<file path="config.mk">
export PLATFORM = sky130hd
export DESIGN_NAME = data_bus_interface
export DESIGN_NICKNAME = d
export VERILOG_FILES = /design/src/rtl/dbi_pkg.sv /design/src/rtl/data_bus_interface.sv
export SDC_FILE = /design/constraint.sdc
export NUM_CORES = 1
export LEC_CHECK = 0
export BUFFER_PORTS_ARGS = -buffer_cell sky130_fd_sc_hd__buf_2
export CORE_UTILIZATION = 45
export CTS_CLUSTER_SIZE = 40
export DETAILED_ROUTE_END_ITERATION = 16
export PLACE_DENSITY_LB_ADDON = 0.12
export SKIP_LAST_GASP = 1
export SLEW_MARGIN = 20
export SYNTH_ARGS = -nofsm -noshare
export SYNTH_HDL_FRONTEND = slang
export SYNTH_SLANG_ARGS = --single-unit
export TNS_END_PERCENT = 1
</file>
<file path="constraint.sdc">
create_clock -name clk -period 2 [get_ports clk]
set_input_delay 0 -clock clk [delete_from_list [all_inputs] [get_ports clk]]
set_output_delay 0 -clock clk [all_outputs]
set_load 0.01 [all_outputs]
</file>
<file path="src/rtl/dbi_pkg.sv">
// Shared types and constants for the external data bus interface.
// Widths here are the defaults for data_bus_interface.
package dbi_pkg;

  typedef enum logic [1:0] {
    IDLE,
    SETUP,
    ACCESS,
    HOLD
  } dbi_state_e;

  localparam int   DBI_WIDTH      = 8;
  localparam int   DBI_ADDR_WIDTH = 16;
  localparam int   DBI_RST_ADDR   = 0;
  localparam logic DBI_RST_RW     = 1'b1;

endpackage

</file>
<file path="src/rtl/data_bus_interface.sv">
// Four-phase external bus master: IDLE, SETUP, ACCESS, HOLD.
// Define DBI_RDY_WAIT_EN to let reads stall on rdy and expose stall_cnt.
module data_bus_interface
  import dbi_pkg::*;
#(
  parameter int WIDTH      = DBI_WIDTH,
  parameter int ADDR_WIDTH = DBI_ADDR_WIDTH
) (
  input  logic                  clk,
  input  logic                  rst_n,
  input  logic                  req,
  input  logic                  we,
  input  logic [ADDR_WIDTH-1:0] addr,
  input  logic [WIDTH-1:0]      wdata,
  output logic [WIDTH-1:0]      rdata,
  output logic                  ack,
  output logic                  busy,
  output logic [ADDR_WIDTH-1:0] addr_out,
  output logic                  rw_out,
  output logic [WIDTH-1:0]      dout,
  output logic                  dout_en,
  input  logic [WIDTH-1:0]      din,
  input  logic                  rdy
`ifdef DBI_RDY_WAIT_EN
  ,
  output logic [7:0]            stall_cnt
`endif
);

  dbi_state_e            r_state, w_state_n;
  logic                  r_we, w_we_n;
  logic [ADDR_WIDTH-1:0] r_addr, w_addr_n;
  logic                  r_rw, w_rw_n;
  logic [WIDTH-1:0]      r_dout, w_dout_n;
  logic                  r_den, w_den_n;
  logic [WIDTH-1:0]      r_rdata, w_rdata_n;
  logic                  r_ack, w_ack_n;
  logic                  r_busy, w_busy_n;
  logic                  w_go;

`ifdef DBI_RDY_WAIT_EN
  logic [7:0] r_stall, w_stall_n;
  assign w_go = r_we | rdy;
`else
  // rdy has no effect in this build; ACCESS is always one cycle
  assign w_go = rdy | 1'b1;
`endif

  always_ff @(posedge clk or negedge rst_n) begin
    if (!rst_n) begin
      r_state <= IDLE;
      r_we    <= 1'b0;
      r_addr  <= ADDR_WIDTH'(DBI_RST_ADDR);
      r_rw    <= DBI_RST_RW;
      r_dout  <= '0;
      r_den   <= 1'b0;
      r_rdata <= '0;
      r_ack   <= 1'b0;
      r_busy  <= 1'b0;
`ifdef DBI_RDY_WAIT_EN
      r_stall <= 8'd0;
`endif
    end else begin
      r_state <= w_state_n;
      r_we    <= w_we_n;
      r_addr  <= w_addr_n;
      r_rw    <= w_rw_n;
      r_dout  <= w_dout_n;
      r_den   <= w_den_n;
      r_rdata <= w_rdata_n;
      r_ack   <= w_ack_n;
      r_busy  <= w_busy_n;
`ifdef DBI_RDY_WAIT_EN
      r_stall <= w_stall_n;
`endif
    end
  end

  always_comb begin
    w_state_n = r_state;
    w_we_n    = r_we;
    w_addr_n  = r_addr;
    w_rw_n    = r_rw;
    w_dout_n  = r_dout;
    w_den_n   = r_den;
    w_rdata_n = r_rdata;
    w_ack_n   = 1'b0;
`ifdef DBI_RDY_WAIT_EN
    w_stall_n = r_stall;
`endif
    unique case (r_state)
      IDLE: begin
        if (req) begin
          w_state_n = SETUP;
          w_we_n    = we;
          w_addr_n  = addr;
          w_rw_n    = ~we;
          if (we) w_dout_n = wdata;
`ifdef DBI_RDY_WAIT_EN
          w_stall_n = 8'd0;
`endif
        end
      end
      SETUP: begin
        w_state_n = ACCESS;
        w_den_n   = r_we;
      end
      ACCESS: begin
        if (w_go) begin
          w_state_n = HOLD;
          w_ack_n   = 1'b1;
          if (!r_we) w_rdata_n = din;
        end
`ifdef DBI_RDY_WAIT_EN
        else if (r_stall != 8'hFF) begin
          w_stall_n = r_stall + 8'd1;
        end
`endif
      end
      HOLD: begin
        w_state_n = IDLE;
        w_den_n   = 1'b0;
        w_rw_n    = DBI_RST_RW;
      end
      default: w_state_n = IDLE;
    endcase
    w_busy_n = (w_state_n != IDLE);
  end

  assign rdata    = r_rdata;
  assign ack      = r_ack;
  assign busy     = r_busy;
  assign addr_out = r_addr;
  assign rw_out   = r_rw;
  assign dout     = r_dout;
  assign dout_en  = r_den;
`ifdef DBI_RDY_WAIT_EN
  assign stall_cnt = r_stall;
`endif

endmodule

</file>
# ---- Yosys cells after proc, flatten, opt, wreduce, memory -nomap -nowiden
# Cells that the tools add are included.
dict set report classes {
  eq_ne 4
  mux 6
  n_bitwise 2
  reduce_logical 8
}
# cell count
set op_table {}
lappend op_table {{2-bit one-hot mux with 4 select lines} 1}
lappend op_table {{2-bit AND reduction} 3}
lappend op_table {{2-bit nonzero test} 3}
lappend op_table {{2-bit == test, second input constant} 2}
lappend op_table {{1-bit one-hot mux with 2 select lines} 2}
lappend op_table {{3-bit AND reduction} 1}
lappend op_table {{2-bit by 1-bit == test with 1-bit output, second input constant} 1}
lappend op_table {{2-bit logical NOT} 1}
lappend op_table {{1-bit two-way mux} 2}
lappend op_table {{2-bit two-way mux} 1}
lappend op_table {{2-bit != test, second input constant} 1}
lappend op_table {{1-bit inverter} 2}
dict set report totals {
  ff_bits 39
  inputBits 37
  out_inout_bits 36
  elab_cells 29
}

# ---- Logic depth before layout (Yosys ltp)
# Gate-level depths: netlist of the first run.
dict set report logic_depth {
  ltp_word 3
  mapped_depth 5
  mapped_depth_nobuf 4
}

# ---- Least setup slack after synthesis of the first run
# No wires, ideal clock.
dict set report synth_path {
  path_type {reg2reg}
  start {register r_state[0]}
  end {register r_addr[10] (netlist: addr_out[10])}
  setup_ns 0.125
  arrival_ns 1.288
  required_ns 1.875
  path_slack_ns 0.587
  path_stages_with_launch 6
  path_buffers 1
  period_less_slack_ns 1.413
  path_cell_list {dfrtp_1 -> inv_1 -> ha_1 -> nand2_4 -> buf_6 -> mux2_4}
}
dict set report synth_between {
  elab_chain_len 2
}
# element line
set synth_lines {}
lappend synth_lines {{start, declared} data_bus_interface.sv:30} ;# dbi_state_e r_state, w_state_n;
lappend synth_lines {{start signal, assigned} data_bus_interface.sv:64} ;# r_state <= w_state_n;
lappend synth_lines {{2-bit logical NOT} data_bus_interface.sv:91} ;# unique case (r_state)
lappend synth_lines {{2-bit AND reduction (no source line)} -}
lappend synth_lines {{end signal, assigned} data_bus_interface.sv:53} ;# r_addr <= ADDR_WIDTH'(DBI_RST_ADDR);
lappend synth_lines {{end signal, assigned} data_bus_interface.sv:66} ;# r_addr <= w_addr_n;
lappend synth_lines {{end, declared} data_bus_interface.sv:32} ;# logic [ADDR_WIDTH-1:0] r_addr, w_addr_n;
# Every way passes these cells.
# A chain may end at the register's enable or synchronous reset.

# ---- Final worst setup path of the first run
dict set report layout_path {
  start {register r_state[0]}
  end {register r_dout[6] (netlist: dout[6])}
}
dict set report layout_between {
  elab_chain_len 2
}
# element line
set layout_lines {}
lappend layout_lines {{2-bit logical NOT} data_bus_interface.sv:91}
lappend layout_lines {{3-bit AND reduction (no source line)} -}
lappend layout_lines {{end signal, assigned} data_bus_interface.sv:68} ;# r_dout <= w_dout_n;
lappend layout_lines {{end, declared} data_bus_interface.sv:34} ;# logic [WIDTH-1:0] r_dout, w_dout_n;
# Every way passes these cells.

==> results of run 1 <==
sequential cells by signal (all words and copies together), names as in the netlist:
name / cells
dout_en: 1
busy: 1
dout: 8
rdata: 8
rw_out: 1
r_we: 1
r_state: 2
addr_out: 16
ack: 1
critical path, delay by kind of cell, from the launching register on:
| kind | cells | cell delay [ns] |
|---|---|---|
| buffers and inverters | 1 | 0.12 |
| adder cells (fa/ha/maj) | 1 | 0.29 |
| flip-flops | 1 | 0.43 |
| AND/OR/NAND/NOR | 1 | 0.28 |
| multiplexers | 1 | 0.35 |
layout make-up:
type                       count  area, µm²  area share
inverter                       2      7.507    0.003188
sequential                    39      977.2      0.4150
timing repair buffer         106      703.2      0.2986
clock inverter                 1      5.005    0.002125
clock buffer                   6      51.30     0.02179
tap                           44      55.05     0.02338
multi-input combinational     50      555.5      0.2359
synthesized netlist by cell type (all sizes together):
cell,instances,area share
nor3b,1,0.0048
inv,2,0.0048
ha,5,0.040
or3,1,0.0040
nand3,1,0.0064
nand2,1,0.0072
mux2i,1,0.0064
buf,2,0.010
dfstp,1,0.017
mux2,32,0.25
a21bo,1,0.0064
o211a,1,0.0064
o21bai,1,0.0048
nor2b,1,0.0040
nor2,3,0.0072
dfrtp,38,0.61
or3b,1,0.0056
cells by family (layout without fill, tap and decap cells):
group,count (synthesis),count (layout),share of synthesized area
AO/OA/AOI/OAI,3,3,0.01769
adder cells (fa/ha/maj),5,5,0.04019
buffers and inverters,4,115,0.01527
flip-flops,39,39,0.6278
multiplexers,33,33,0.2596
AND/OR/NAND/NOR,9,9,0.03940
report_power, final:
part | switching (mW) | leakage [nW] | internal [mW]
logic | 0.632 | 0.697 | 0.813
clock network | 0.238 | 0.0341 | 0.163
registers | 0.198 | 0.461 | 1.19
how the worst max path moves through the flow:
stage | cells past startpoint | to | slack [ns]
final | 4 | dout[6] | 0.42
after detailed placement | 4 | dout[6] | 0.42
after CTS | 4 | dout[6] | 0.40
after global placement | 4 | dout[1] | 0.52
after global routing | 4 | dout[6] | 0.33
after floorplan | 5 | addr_out[10] | 0.59
what timing repair did:
item / CTS / global route
hold endpoints to repair: 71 / 0
hold buffers: 34 / 0
setup buffers: 0 / 0
setup endpoints to repair: 0 / 0
routing by layer:
| layer | track usage | routed length [µm] | up-vias |
|---|---|---|---|
| met5 | 0 | 0 | - |
| met3 | 0.08316 | 243 | 8 |
| met2 | 0.3485 | 1719 | 50 |
| li1 | - | - | 542 |
| met1 | 0.1717 | 1213 | 540 |
| met4 | 0.07468 | 54 | 0 |
==> results.txt, run 1 <==
The die outline width is 60.81 µm, and the count of final hold-check violations is 0. The analysis attributes to cell leakage a power of 1.192 nW. The tools report the relative slew slack as 0.4407.

Dividing the detail-routed wire length by the instance count gives 13.03 µm. Cell depth of the worst flop-to-flop path: 4. The tools report the number of placed instances, taps included as 207.

Before antenna repair, the detailed router went through 2 iterations. The run gives 246 as the net total in the final layout. Yosys printed 0 warnings. The post-route fraction of the period consumed by the critical path works out to 0.7909. STA classifies the critical path startpoint as a flop. The wire length of the first global-routing pass came out at 4733 µm. The logs give 20 for the count of standard-cell rows and 0 ns for the setup total negative slack.

The startpoint identified for the worst register-to-register timing path is r_state[0]. Relative to the synthesized area, the layout overhead comes to 51.29%. CTS built an H-tree with a depth of 2. Entering global routing, the biggest net connects 40 pins. 73 I/O pins were placed.

In this run the worst setup path begins at r_state[0]. The min-delay analysis places its worst path in the category input port to flop. Derived from the worst setup path, the maximum achievable clock frequency is 632.2 MHz. The number of clock sinks came out at 39. The post-route clock skew is 0.009719 ns, and the count of endpoints failing setup in the final report is 0.

For this run, the slowest stage of the critical path takes 0.43 ns. Critical-path cell with the highest stage delay: sky130_fd_sc_hd__dfrtp_1. Flip-flop and latch count after synthesis: 39. Clock latency on the worst-skew pair, taken at its later pin, is 0.34 ns. The run gives 0 as the count of pins over their slew limit.

Synthesis instantiated 19 different standard cells from the library. The logs give 0 for the number of remaining DRC errors and 0.4182 ns for the minimum setup slack in the final design. The maximum root-to-sink buffer count came out at 2. The setup path with the least slack is of type flop to flop. The total power after layout is 3.236 mW.

The signal on the critical path passes through inv_1 -> ha_1 -> nand3_2 -> mux2_2. In the routed layout, each cell is associated on average with a via count of 4.597. The hold-critical path endpoint was rw_out.

At the end of routability-driven placement, the weighted congestion stood at 0.6037. The count of cells resized by post-cts repair is 0, and the final core area utilization is 0.7409. The tools report the number of global-route vias before repair as 1115.

Setup repair after global routing left no endpoint under its margin. On the final layout, the worst hold slack is 0.1581 ns. After routing the design area is 2355 µm². The detail route stage leaves a number of antenna-violating nets equal to 0.

OpenSTA, run right after detailed placement, puts the worst setup slack at 0.4223 ns. The critical-path maximum fanout works out to 10. The endpoint kind of the worst setup timing path was a flop. Final standard cell count with taps included and fillers excluded: 248.

For the initial core utilization, the log shows 0.4898. The die covers 3698 µm². The internal reg-to-reg setup slack is 0.42 ns, and the time the worst path needs with I/O delays and setup is 1.582 ns. The first routing iteration left 28 violations. The share of layout cells above drive strength 1 was 0.5637; the arrival time of the worst setup path was 1.81 ns. Global-route congestion overflow total: 0.

Data on the critical path is required at its endpoint by 2.22 ns. The tree is rooted in a sky130_fd_sc_hd__clkbuf_4. TritonCTS built the clock tree. Number of antenna repair diodes: 0.

In this run the mean area of a mapped cell was 16.74 µm². The run gives 0.1850 as the global-route usage over all layers. The number of antenna violations at the first check in global routing is 0, and the synthesized instance count is 93. Power spread over the standard cell area amounts to 1374 nW/µm². The tools report the portion of the post-synthesis area used by sequential elements as 0.6278. The run finished with clean final reports. The wire-length estimate of the detail-placed layout is 2018 µm.

The vertical die dimension was 60.81 µm; the actual transition at the worst max-transition pin was 0.8390 ns. The tools report the total placed instance area as 1958 µm². The top cell types in the final layout, fill and taps aside, are 71 x sky130_fd_sc_hd__buf_2, 38 x sky130_fd_sc_hd__dfrtp_1, 34 x sky130_fd_sc_hd__dlygate4sd3_1, 23 x sky130_fd_sc_hd__mux2_2, 9 x sky130_fd_sc_hd__mux2_4.

Leaving out fill and tap cells, the most frequent cell in the layout is sky130_fd_sc_hd__buf_2. The mapped netlist covers 1556 µm². Clock-pin slew was measured on the worst setup and hold paths at 0.10 ns. The region available for standard cell placement spans 3178 µm². The tools report the post-detailed-routing wire length as 3231 µm.

The number of fill cells was 222; the synthesized net count was 135. Across the run, the number of max-cap violations was 0. Input and output buffers added on the ports amount to 71. The routed layout has 1140 vias. The reg-to-reg critical path endpoint is dout[6]. The startpoint identified for the worst hold timing path is we.

The number of buffers created by CTS was 5. The tools report the maximum resistive drop on vdd as 912.7 µV. Counting instances, the worst hold path has a depth of 3.
Note: power is estimated with default switching activity, not from simulation.
==> run 2, diff against run 1 <==
--- a/config.mk
+++ b/config.mk
@@ -6,7 +6,7 @@
 export NUM_CORES = 1
 export LEC_CHECK = 0
 export BUFFER_PORTS_ARGS = -buffer_cell sky130_fd_sc_hd__buf_2
-export CORE_UTILIZATION = 45
+export CORE_UTILIZATION = 41
 export CTS_CLUSTER_SIZE = 40
 export DETAILED_ROUTE_END_ITERATION = 16
 export PLACE_DENSITY_LB_ADDON = 0.12
==> constraint.sdc (replaced) <==
create_clock -name clk -period 1.3 [get_ports clk]
set_input_delay 0 -clock clk [delete_from_list [all_inputs] [get_ports clk]]
set_output_delay 0 -clock clk [all_outputs]
set_load 0.01 [all_outputs]
==> run 2 against run 1 <==
The run now ends with setup timing left. Global-route usage down 0.24 points. Via count up 2.5%. Non-clock buffer count up 5. Critical path depth up 1. Worst setup slack worse by 0.47 ns. First-iteration DRC count down 68%. Largest power group unchanged.
==> results.txt, run 2 (synthesis gave the netlist of run 1 again) <==
The flow ran to the end, but the final reports show violations. The final reports fail on setup timing. The area of the core region came out at 3661 µm² (was 3178 µm²).

For the arrival time of the worst setup path, the log shows 1.52 ns (was 1.81 ns). Max capacitance violation total: 0 (unchanged). Relative slew slack: 0.6919 (was 0.4407). The type of the most critical hold path was input port to flop (unchanged). The number of clock sinks is 39 (unchanged), and the clock transition at the register clock pins on the worst setup and hold paths after CTS is 0.07 ns (was 0.10 ns). The HPWL after detailed placement is 2176 µm (was 2018 µm), and the detailed-router iteration count before antenna repair is 2 (unchanged).

The run gives -0.05 ns (was 0.42 ns) as the internal reg-to-reg setup slack. Most frequent cells in the layout: 71 x sky130_fd_sc_hd__buf_2, 37 x sky130_fd_sc_hd__dfrtp_1, 33 x sky130_fd_sc_hd__dlygate4sd3_1, 17 x sky130_fd_sc_hd__mux2_4, 15 x sky130_fd_sc_hd__mux2_2 (was 71 x sky130_fd_sc_hd__buf_2, 38 x sky130_fd_sc_hd__dfrtp_1, 34 x sky130_fd_sc_hd__dlygate4sd3_1, 23 x sky130_fd_sc_hd__mux2_2, 9 x sky130_fd_sc_hd__mux2_4). The run gives 2 (unchanged) as the maximum root-to-sink buffer count.

Time the worst path needs with I/O delays and setup: 1.353 ns (was 1.582 ns). For the number of global-route vias before repair, the log shows 1262 (was 1115). The final core area utilization came out at 0.6890 (was 0.7409). The switching power was 1.795 mW (was 1.068 mW).

The worst hold slack across all endpoints came out at 0.1227 ns (was 0.1581 ns). The logs give 2 (unchanged) for the H-tree depth and -0.1297 ns (was 0.4223 ns) for the worst setup slack before clock tree synthesis. The number of antenna violations at the first check in global routing was 0 (unchanged); the cell area after layout was 2522 µm² (was 2355 µm²).

The setup total negative slack is -0.3886 ns (was 0 ns), and the die outline width is 63.62 µm (was 60.81 µm). The run gives 1168 (was 1140) as the total vias in the final route. The global-route congestion overflow total was 0 (unchanged); the number of remaining DRC errors was 0 (unchanged). The post-detailed-route via-to-cell ratio is 4.527 (was 4.597), and the count of endpoints failing setup in the final report is 8 (was 0). The logs give 0.392 (was 0.430) for the relative contribution of sequential cells to total power and 3.729 mW (was 2.168 mW) for the internal power component. The hold-critical path depth is 3 (unchanged).

The tools report the maximum resistive drop on vdd as 1090 µV (was 912.7 µV). The run gives 0.4252 (was 0.4898) as the initial core utilization. The total placed instance area came out at 2046 µm² (was 1958 µm²).

The total power density per cell area was 2190 nW/µm² (was 1374 nW/µm²); the required time of the worst setup path was 1.47 ns (was 2.22 ns). Path type of the worst setup path: flop to flop (unchanged). The run gives 0 (unchanged) as the number of antenna-violating nets in the routed design. The cell depth of the worst flop-to-flop path was 5 (was 4). The launching element of the worst setup path is r_state[0] (unchanged). Reg-to-reg critical path endpoint: rdata[7] (was dout[6]). Worst flop-to-flop path startpoint: r_state[0] (unchanged).

The net total in the final layout was 251 (was 246). Number of buffers created by CTS: 5 (unchanged). For the number of antenna repair diodes, the log shows 0 (unchanged). Buffer type at the clock tree root: sky130_fd_sc_hd__clkbuf_8 (was sky130_fd_sc_hd__clkbuf_4). Setup repair after global routing could not meet its margin everywhere. The run gives 0.138 (was 0.124) as the clock share of power. For the largest net degree at the start of global routing, the log shows 22 (was 40). The net switching fraction of the power works out to 0.3250 (was 0.3301). The count of port buffers added during placement came out at 71 (unchanged). The number of placed instances, taps included is 217 (was 207). The logs give 5616 µm (was 4733 µm) for the wire length of the first global-routing pass and 3274 µm (was 3231 µm) for the post-detailed-routing wire length. The actual transition at the worst max-transition pin works out to 0.4622 ns (was 0.8390 ns). The mean routed wirelength per cell is 12.69 µm (was 13.03 µm). The growth of design area from synthesis to finish is 62.06% (was 51.29%). The leakage power summed over all cells is 1.263 nW (was 1.192 nW). For the count of pins over their slew limit, the log shows 0 (unchanged). Hold-critical path endpoint: r_state[0] (was rw_out). The tools report the portion of total power attributed to combinational logic as 0.469 (was 0.447).

The critical-path maximum fanout came out at 8 (was 10). The minimum setup slack in the final design was -0.05319 ns (was 0.4182 ns). Post-route fraction of the period consumed by the critical path: 1.041 (was 0.7909).

Hold path startpoint: req (was we). The tools report the violation count after the first detailed-route iteration as 9 (was 28). The run gives 0.007103 ns (was 0.009719 ns) as the post-route clock skew.

The number of flip-flops in the largest register was 16 (unchanged). The vertical die dimension is 63.62 µm (was 60.81 µm), and the I/O pin total is 73 (unchanged). The global-route usage over all layers was 0.1826 (was 0.1850); the post-CTS repair timing setup buffer count was 0 (unchanged). The tools report the count of final hold-check violations as 0 (unchanged). Most common cell after layout, fill and taps aside: sky130_fd_sc_hd__buf_2 (unchanged). Share of layout cells above drive strength 1: 0.6095 (was 0.5637).

The final standard cell count with taps included and fillers excluded was 258 (was 248). The run gives 4047 µm² (was 3698 µm²) as the full die area. For the insertion delay to the later sink of the worst-skew pair, the log shows 0.29 ns (was 0.34 ns).

For the count of standard-cell rows, the log shows 22 (was 20). TritonCTS built the clock tree. Endpoint kind of the worst setup timing path: a flop (unchanged). The fmax is 739.0 MHz (was 632.2 MHz), and the global placement routability congestion is 0.7572 (was 0.6037). The total power after layout came out at 5.524 mW (was 3.236 mW). The type of origin of the critical path was a flop (unchanged).
==> run 2: worst max path at each step <==
stage,to,slack [ns],cells after the start
after floorplan,rdata[0],-0.05,5
after global placement,addr_out[1],-0.07,4
after detailed placement,addr_out[4],-0.13,4
after CTS,rdata[5],-0.05,5
after global routing,rdata[7],-0.09,5
final,rdata[7],-0.05,5
==> run 2: final cells by class <==
| cell class | count | area, µm² |
|---|---|---|
| fillers | 264 | 1139 |
| flip-flops and latches | 39 | 978.4 |
| repair buffers | 111 | 758.2 |
| multi-input cells | 50 | 634.4 |
| clock buffers | 5 | 68.82 |
| well taps | 48 | 60.06 |
| clock inverters | 3 | 15.01 |
| inverters | 2 | 7.507 |
==> run 2: power by group through the flow <==
stage | sequential (mW) | clock, mW | combinational, mW
6_report | 2.17 | 0.765 | 2.59
5_1_grt | 2.25 | 0.839 | 2.83
4_1_cts | 2.17 | 0.805 | 2.63
3_5_place_dp | 2.17 | 0 | 2.34
3_3_place_gp | 2.13 | 0 | 2.27
2_1_floorplan | 2.44 | 0 | 1.15
==> run 2: what timing repair did <==
item / CTS / global route
setup endpoints to repair: 32 / 35
hold endpoints to repair: 50 / 0
resized for setup: 14 / 1
hold buffers: 33 / 0
pin swaps: 1 / 0
gates cloned: 0 / 0
==> run 2: routing by layer <==
layer  up-vias  global-route usage  part of all wire
met3         5             0.06159             0.065
met2        45              0.3125              0.52
met5         -                   0                 0
li1        554                   -                 -
met4         0             0.05966             0.013
met1       564              0.2124              0.41
==> run 2: critical path: stages, from the launching register on <==
cell	delay, ns
sky130_fd_sc_hd__dfrtp_1	0.39
sky130_fd_sc_hd__inv_2	0.11
sky130_fd_sc_hd__ha_4	0.14
sky130_fd_sc_hd__nor2b_4	0.14
sky130_fd_sc_hd__buf_8	0.15
sky130_fd_sc_hd__mux2_4	0.31
==> run 3, diff against run 2 <==
--- a/config.mk
+++ b/config.mk
@@ -5,11 +5,13 @@
 export SDC_FILE = /design/constraint.sdc
 export NUM_CORES = 1
 export LEC_CHECK = 0
+export ABC_AREA = 1
 export BUFFER_PORTS_ARGS = -buffer_cell sky130_fd_sc_hd__buf_2
 export CORE_UTILIZATION = 41
 export CTS_CLUSTER_SIZE = 40
 export DETAILED_ROUTE_END_ITERATION = 16
 export PLACE_DENSITY_LB_ADDON = 0.12
+export REMOVE_ABC_BUFFERS = 1
 export SKIP_LAST_GASP = 1
 export SLEW_MARGIN = 20
 export SYNTH_ARGS = -nofsm -noshare
==> run 3 against run 2 <==
The run now ends clean. Register-to-register slack improved by 0.14 ns. Fmax rose by 12%. Clock power rose by 15%. Die area rose by 3.4%. Critical path depth rose by 1. Critical endpoint is now addr_out[10]. Sequential share of layout area rose by 0.88 points. Core utilization fell by 2.6 points. Area after synthesis rose by 3.5%.
==> results.txt, run 3 <==
The flow ran to the end, and the final reports show no timing, DRC or antenna violations. The type of origin of the critical path is a flop (unchanged). The tools report the hold path startpoint as we (was req).

The synthesized instance count was 171 (was 93); the cell depth of the worst flop-to-flop path was 6 (was 5). The global-route congestion overflow total came out at 0 (unchanged). The logs give 0 (unchanged) for the count of final hold-check violations and 0 (unchanged) for the number of warnings printed during yosys synthesis. The largest incremental delay on the critical path was 0.40 ns (was 0.39 ns). The portion of the post-synthesis area used by sequential elements came out at 0.6064 (was 0.6278).

The arrival time of the worst setup path came out at 1.39 ns (was 1.52 ns). The number of fill cells came out at 319 (was 264). The number of enable-type register cells in the synthesized netlist was 0 (unchanged). The fmax is 824.7 MHz (was 739.0 MHz), and the clock transition at the register clock pins on the worst setup and hold paths after CTS is 0.07 ns (about the same).

HPWL after detailed placement: 2334 µm (was 2176 µm). The post-CTS repair timing setup buffer count is 0 (unchanged). The post-synthesis average cell area is 9.424 µm² (was 16.74 µm²), and the internal reg-to-reg setup slack is 0.09 ns (was -0.05 ns).

The die outline width was 64.70 µm (was 63.62 µm); the mean routed wirelength per cell was 11.18 µm (was 12.69 µm). The most instantiated library cell after synthesis was sky130_fd_sc_hd__nand2_1 (was sky130_fd_sc_hd__dfrtp_1). For the global-route usage over all layers, the log shows 0.1976 (was 0.1826). Most frequent cells in the layout: 88 x sky130_fd_sc_hd__nand2_1, 71 x sky130_fd_sc_hd__buf_2, 38 x sky130_fd_sc_hd__dfrtp_1, 33 x sky130_fd_sc_hd__dlygate4sd3_1, 14 x sky130_fd_sc_hd__nand3_1 (was 71 x sky130_fd_sc_hd__buf_2, 37 x sky130_fd_sc_hd__dfrtp_1, 33 x sky130_fd_sc_hd__dlygate4sd3_1, 17 x sky130_fd_sc_hd__mux2_4, 15 x sky130_fd_sc_hd__mux2_2). The number of remaining DRC errors was 0 (unchanged); the number of global-route vias before repair was 1451 (was 1262). The logs give 1.48 ns (was 1.47 ns) for the required time of the worst setup path and 22 (unchanged) for the count of standard-cell rows. The maximum root-to-sink buffer count is 2 (unchanged), and the growth of design area from synthesis to finish is 52.87% (was 62.06%). Time the worst path needs with I/O delays and setup: 1.213 ns (was 1.353 ns). The max capacitance violation total came out at 0 (unchanged). The most frequently used flop master after synthesis is sky130_fd_sc_hd__dfrtp_1 (unchanged). The vertical die dimension works out to 64.70 µm (was 63.62 µm). The cell taking the most area after synthesis was sky130_fd_sc_hd__dfrtp_1 (unchanged). The initial core utilization was 0.4337 (was 0.4252); the I/O pin total was 73 (unchanged). The number of flip-flops in the largest register was 16 (unchanged); the full die area was 4185 µm² (was 4047 µm²). The H-tree depth was 2 (unchanged). The number of buffers created by CTS came out at 5 (unchanged).

The buffer type at the clock tree root was sky130_fd_sc_hd__clkbuf_8 (unchanged). TritonCTS built the clock tree. The endpoint kind of the worst setup timing path is a flop (unchanged). Cell types with the highest counts after synthesis: 88 x sky130_fd_sc_hd__nand2_1, 38 x sky130_fd_sc_hd__dfrtp_1, 14 x sky130_fd_sc_hd__nand3_1, 7 x sky130_fd_sc_hd__inv_1 (was 38 x sky130_fd_sc_hd__dfrtp_1, 23 x sky130_fd_sc_hd__mux2_2, 9 x sky130_fd_sc_hd__mux2_4, 5 x sky130_fd_sc_hd__ha_1, 3 x sky130_fd_sc_hd__nor2_1). The critical-path cell with the highest stage delay is sky130_fd_sc_hd__dfrtp_1 (unchanged). The fraction of registers with async set/reset works out to 1.000 (unchanged). The detailed-router iteration count before antenna repair came out at 4 (was 2).

The hold-critical path endpoint is dout[0] (was r_state[0]). The tools report the reg-to-reg critical path endpoint as addr_out[10] (was rdata[7]). The flip-flop and latch count after synthesis works out to 39 (unchanged). Post-detailed-route via-to-cell ratio: 4.441 (was 4.527). Area of the core region: 3716 µm² (was 3661 µm²). Number of antenna repair diodes: 0 (unchanged). Type of the most critical hold path: input port to flop (unchanged). The logs give 39 (unchanged) for the number of clock sinks and 0.006416 ns (was 0.007103 ns) for the post-route clock skew. List of cells traversed by the critical path: inv_1 -> ha_2 -> nand2_4 -> buf_12 -> nand2_1 -> nand2_1 (was inv_2 -> ha_4 -> nor2b_4 -> buf_8 -> mux2_4). The run gives 16 (was 19) as the number of different library cells in the post-synthesis netlist. Setup repair after global routing could not meet its margin everywhere. The path type of the worst setup path is flop to flop (unchanged). The worst hold slack across all endpoints came out at 0.05309 ns (was 0.1227 ns). The most common cell after layout, fill and taps aside was sky130_fd_sc_hd__nand2_1 (was sky130_fd_sc_hd__buf_2). The tools report the number of placed instances, taps included as 290 (was 217). Largest cells by area after synthesis: sky130_fd_sc_hd__dfrtp_1 59%, sky130_fd_sc_hd__nand2_1 20%, sky130_fd_sc_hd__nand3_1 4.3% (was sky130_fd_sc_hd__dfrtp_1 61%, sky130_fd_sc_hd__mux2_2 17%, sky130_fd_sc_hd__mux2_4 8.7%).

The count of pins over their slew limit came out at 0 (unchanged). The tools report the largest net degree at the start of global routing as 28 (was 22). The count of port buffers added during placement works out to 71 (unchanged).

The net total in the final layout is 324 (was 251). The most used cell along the critical path is sky130_fd_sc_hd__nand2_1. The total vias in the final route came out at 1470 (was 1168).

Post-detailed-routing wire length: 3699 µm (was 3274 µm). The critical-path maximum fanout works out to 18 (was 8). The hold-critical path depth was 3 (unchanged). The run gives 1.389 nW (was 1.263 nW) as the leakage power summed over all cells.

The cell area after layout is 2464 µm² (was 2522 µm²). The count of endpoints failing setup in the final report was 0 (was 8). The share of layout cells above drive strength 1 is 0.3286 (was 0.6095). For the wire length of the first global-routing pass, the log shows 6251 µm (was 5616 µm).

The run gives 116 (was 9) as the violation count after the first detailed-route iteration. The run gives 5.174 mW (was 5.524 mW) as the total power after layout. The actual transition at the worst max-transition pin is 0.5696 ns (was 0.4622 ns), and the final standard cell count with taps included and fillers excluded is 331 (was 258). The run gives 0.7441 (was 0.7572) as the global placement routability congestion. The worst flop-to-flop path startpoint is r_state[1] (was r_state[0]). The post-route fraction of the period consumed by the critical path came out at 0.9327 (was 1.041). The relative slew slack came out at 0.6203 (was 0.6919). The number of antenna-violating nets in the routed design is 0 (unchanged), and the total power density per cell area is 2100 nW/µm² (was 2190 nW/µm²). The summed instance area of the synthesized netlist was 1612 µm² (was 1556 µm²); the insertion delay to the later sink of the worst-skew pair was 0.29 ns (about the same). The run gives 1059 µV (was 1090 µV) as the maximum resistive drop on vdd.

Total placed instance area: 2028 µm² (was 2046 µm²). Number of antenna violations at the first check in global routing: 0 (unchanged). The fraction of synthesized cell area taken by the top area cell type came out at 0.5901 (was 0.6109).
[run 3: layout make-up]
type	instances	area, µm²	share of cell area
Clock buffer	8	100.1	0.04063
Inverter	9	41.29	0.01676
Multi-Input combinational cell	118	549.3	0.2230
Sequential cell	39	977.2	0.3966
Tap cell	48	60.06	0.02438
Timing Repair Buffer	109	735.7	0.2986
[run 3: per-stage QoR]
step             util  TNS (ns)  setup WS [ns]
2_1_floorplan       -         0        0.06315
3_3_place_gp   0.5458         0        0.07133
3_5_place_dp   0.5458         0        0.05059
4_1_cts        0.6616         0        0.02458
5_1_grt        0.6630  -0.02049       -0.01520
6_report       0.6630         0        0.08746
[run 3: repair_timing]
item,CTS,global route
hold endpoints to repair,56,0
gates resized for setup,0,2
hold buffers,33,0
setup endpoints to repair,0,28
[run 3: how the worst max path moves through the flow]
stage,startpoint,end,slack (ns),depth (start not counted)
finish,r_state[1],addr_out[10],0.09,6
global placement,r_state[1],r_we,0.07,5
detailed placement,r_state[1],dout[5],0.05,6
floorplan,r_state[0],r_we,0.06,5
global route,r_state[0],rdata[1],-0.02,5
CTS,r_state[1],dout[5],0.02,6
[run 3: cell families (layout without fill, tap and decap cells)]
logic type / Yosys count / after routing / share of synthesized area
adders and majority gates: 5 / 5 / 0.03882
AOI/OAI and AO/OA: 3 / 3 / 0.009314
buffers and inverters: 14 / 126 / 0.05435
and+or+nand+nor: 110 / 110 / 0.2912
DFF: 39 / 39 / 0.6064
[run 3: per-layer routing]
layer  GRT usage  wire [µm]
met5           0          0
met4     0.08333         73
met3     0.04930        184
met2      0.3447       1831
met1      0.2290       1610
[run 3: worst max-delay path: cells and delay by family (launching register included)]
kind	cells	cell delay, ns
DFF	1	0.40
buffers and inverters	2	0.27
adders and majority gates	1	0.24
and+or+nand+nor	3	0.20
[run 3: report_power, final]
part	leakage, nW	switching, mW	internal (mW)	total [mW]
logic	0.858	1.25	0.937	2.19
clock network	0.0515	0.393	0.484	0.877
registers	0.480	0.299	1.81	2.11
